===== src/rtl/aurora_hls_monitor.sv =====
// aurora_hls_monitor: saturating per-cycle event counters for Aurora core status and FIFO almost-full flags.
module aurora_hls_monitor #(
    parameter logic [12:0] STATUS_OK = 13'h11FF,
    parameter int          COUNT_W   = 32
) (
    input  logic        clk,
    input  logic        rst,
    input  logic [12:0] aurora_status,
    input  logic        fifo_rx_almost_full,
    input  logic        fifo_tx_almost_full,
    output logic [31:0] core_status_not_ok_count,
    output logic [31:0] fifo_rx_overflow_count,
    output logic [31:0] fifo_tx_overflow_count
);
    logic [COUNT_W-1:0] core_q, core_d, rx_q, rx_d, tx_q, tx_d;
    // Each increment is suppressed once the counter is all ones, so it saturates instead of wrapping.
    always_comb begin
        core_d = core_q + {{(COUNT_W-1){1'b0}}, (aurora_status != STATUS_OK) && !(&core_q)};
        rx_d   = rx_q + {{(COUNT_W-1){1'b0}}, fifo_rx_almost_full && !(&rx_q)};
        tx_d   = tx_q + {{(COUNT_W-1){1'b0}}, fifo_tx_almost_full && !(&tx_q)};
    end
    always_ff @(posedge clk) begin
        if (!rst) begin
            core_q <= '0;
            rx_q   <= '0;
            tx_q   <= '0;
        end else begin
            core_q <= core_d;
            rx_q   <= rx_d;
            tx_q   <= tx_d;
        end
    end
    assign core_status_not_ok_count = core_q;
    assign fifo_rx_overflow_count   = rx_q;
    assign fifo_tx_overflow_count   = tx_q;
endmodule


===== config.mk =====
export PLATFORM = sky130hd
export DESIGN_NAME = aurora_hls_monitor
export DESIGN_NICKNAME = d
export VERILOG_FILES = /design/src/rtl/aurora_hls_monitor.sv
export SDC_FILE = /design/constraint.sdc
export NUM_CORES = 1
export LEC_CHECK = 0
export CORE_MARGIN = 3
export CORE_UTILIZATION = 40
export CTS_CLUSTER_DIAMETER = 60
export DETAILED_ROUTE_END_ITERATION = 12
export PLACE_DENSITY = 0.74
export SETUP_SLACK_MARGIN = 0.1
export SYNTH_ARGS = -nofsm -noshare
export SYNTH_HDL_FRONTEND = slang
export SYNTH_SLANG_ARGS = --single-unit

===== constraint.sdc =====
create_clock -name clk -period 3.2 [get_ports clk]
set_input_delay 0.32 -clock clk [delete_from_list [all_inputs] [get_ports clk]]
set_output_delay 0.32 -clock clk [all_outputs]
set_load 0.1 [all_outputs]

==> metrics.txt <==
status=complete, no violations; switching share of power=22.4%; Synth async-reset ratio=0%; P_sw=0.559 mW; Reg power frac=48.4%; row cnt=38; Max Fclk=0.349 GHz; WS Path Type=reg2reg; clk_lat worst skew=350 ps; die extent in y=113 um; via/cell ratio=5.65; clk_skew=6.98 ps; CTS tree=built; Yosys warning total=0; worst rel slew slack=31.4%; global-route wire length before repair=19.6 mm; CP startpoint=fifo_tx_overflow_count[18]; die area=12800 sq um; top cell type's share of synthesized area=41.8%; vias in the first global route=4145; initial DRC count=269; Post-Syn Area=4600 sq um; Worst IR Drop VDD=0.277 mV; CP Data Required Time=3430 ps; Pleak=1.99 nW; DR WL/cell=15.0 um; first-pass iteration count of the detailed router=5; Clk pwr share=45.7%; number of port buffers=112; total CTS buffers=9; Total Wirelength=11.8 mm; CTS H-tree depth=3; die span in x=113 um; Slew @ Worst Pin=1030 ps; Syn Area/Cell=8.56 sq um; Seq/Total Area, Yosys=41.8%; synth top area cells=dfxtp_1 42%, or4_1 5.1%, xor2_1 5.0%; num ports=113; post-layout min period=2870 ps; Synth area leader=dfxtp_1; Syn Nets=561; routed vias=4449; clock sink count=96; Core Box Area=11000 sq um; RSZ-0062 raised after global routing=false; Max Cap Viol=0; Post-Synthesis Cells=537; Most used DFF post-synth=dfxtp_1; P_int=1.93 mW; combinational power share=5.9%; max-slew violations=0; Clock Path Buffers=2; Worst-path clk slew=60 ps; period utilisation layout=89.6%; hold_sp=core_status_not_ok_count[28]; Hold Violations, Final=0; routability cong.=0.869; Worst Setup End Kind=flop; total power=2.49 mW; Final Setup Violations=0; RR Startpoint=fifo_tx_overflow_count[18]; Post-layout nets=667; register bit total from synthesis=96; initial antenna violation count=0; largest net degree at the start of global routing=46; Area Overhead vs Synth=36.9%; Post-synth EDFFs=0; Remaining DRCs=0; overflow left after global routing=0; CP Max Fanout=14; antenna cells=0; antenna viol nets, final=0; Total Routing Usage GR=18.4%; CP Launch Type=flop; worst hold path class=reg2reg; Synth cell types=35; DP Wirelength=8.51 mm; clock root buffer=clkbuf_16; layout cells sized above 1=14.1%; Worst EP arrival=3090 ps; PwrDens=396 nW/um^2; CTS Hold Bufs=0; Setup TNS=0 ps; Initial Util=41.7%
power groups by stage:
stage / logic (mW) / registers, mW / clock network [mW]
6_report: 0.148 / 1.21 / 1.14
2_1_floorplan: 0.0386 / 1.29 / 0
3_3_place_gp: 0.147 / 1.23 / 0
4_1_cts: 0.150 / 1.21 / 1.16
5_1_grt: 0.157 / 1.21 / 1.22
3_5_place_dp: 0.150 / 1.23 / 0
final cells by class:
class | instances | area [sq um]
clock inverter | 2 | 35.0
inverter | 11 | 41.3
tap | 140 | 175
timing repair buffer | 123 | 1230
clock buffer | 13 | 282
fill | 960 | 4740
multi-input combinational | 402 | 2510
sequential | 96 | 2020
routing by layer:
metal	wire length (um)	track usage (%)
met1	5260	23.4
met2	5430	28.9
met3	901	5.51
met4	225	8.17
met5	0	0
path summary, 6_finish.rpt:
kind                                        to  slack (ps)  cells past startpoint
setup reg to reg    fifo_tx_overflow_count[26]         330                      9
hold / removal    core_status_not_ok_count[28]         480                      2
setup / recovery    fifo_tx_overflow_count[26]         330                      9
hold reg to reg   core_status_not_ok_count[28]         480                      2
state kept, by name, summed over array words and instances, names as in the netlist:
signal	cells
core_status_not_ok_count	32
fifo_tx_overflow_count	32
fifo_rx_overflow_count	32
layout by cell type (no fill, tap or decap), types with 17 or more instances in the layout:
cell type	synthesis	routed
clkdlybuf4s50_1	0	112
dfxtp_2	0	51
a21oi_1	43	43
nand2_1	42	42
nor2_1	40	40
dfxtp_1	96	36
nand4_1	31	31
nand3_1	32	31
or4_1	31	31
o31ai_1	28	28
xor2_1	26	26
or3_1	17	17
cells by family (layout without fill, tap and decap cells):
| logic type | after synthesis | after routing | share of synthesized area (%) |
|---|---|---|---|
| flip-flops | 96 | 96 | 41.8 |
| multiplexers | 9 | 9 | 1.96 |
| buffers and inverters | 39 | 149 | 3.62 |
| AO/OA/AOI/OAI | 91 | 91 | 11.8 |
| AND/OR/NAND/NOR | 258 | 258 | 31.9 |
| adder cells (fa/ha/maj) | 7 | 7 | 1.91 |
| XOR/XNOR | 37 | 37 | 7.05 |
through the flow:
step,std cells,setup WS (ps),util [%],hold slack [ps],instance area [sq um]
global route,787,125,57.1,515,6290
detailed placement,771,250,54.0,472,5950
floorplan,537,106,-,631,4690
global placement,771,332,54.0,460,5950
CTS,786,241,56.8,484,6270
finish,787,331,57.1,476,6290
synthesized netlist by cell type (all sizes together), types with 15 or more instances:
| cell | instances |
|---|---|
| o31ai | 28 |
| dfxtp | 96 |
| nand2 | 42 |
| nor2 | 40 |
| o21ai | 15 |
| nand3 | 32 |
| or3 | 17 |
| or4 | 31 |
| clkbuf | 25 |
| a21oi | 43 |
| nand4 | 32 |
| xor2 | 26 |
| nor4 | 16 |
worst max-delay path, cell delays in order (launching register included):
cell	delay (ps)
dfxtp_4	380
nand4_1	160
or4_1	690
o31a_1	330
ha_1	210
ha_1	220
nand3_1	110
or3_1	390
or4_1	190
a21oi_1	60
repair_timing:
action / 4_1_cts / 5_1_grt
gates resized for setup: 0 / 1
buffers inserted: 0 / 1
endpoints found under the setup margin: 0 / 11
Power figures use the tool's default switching activity.
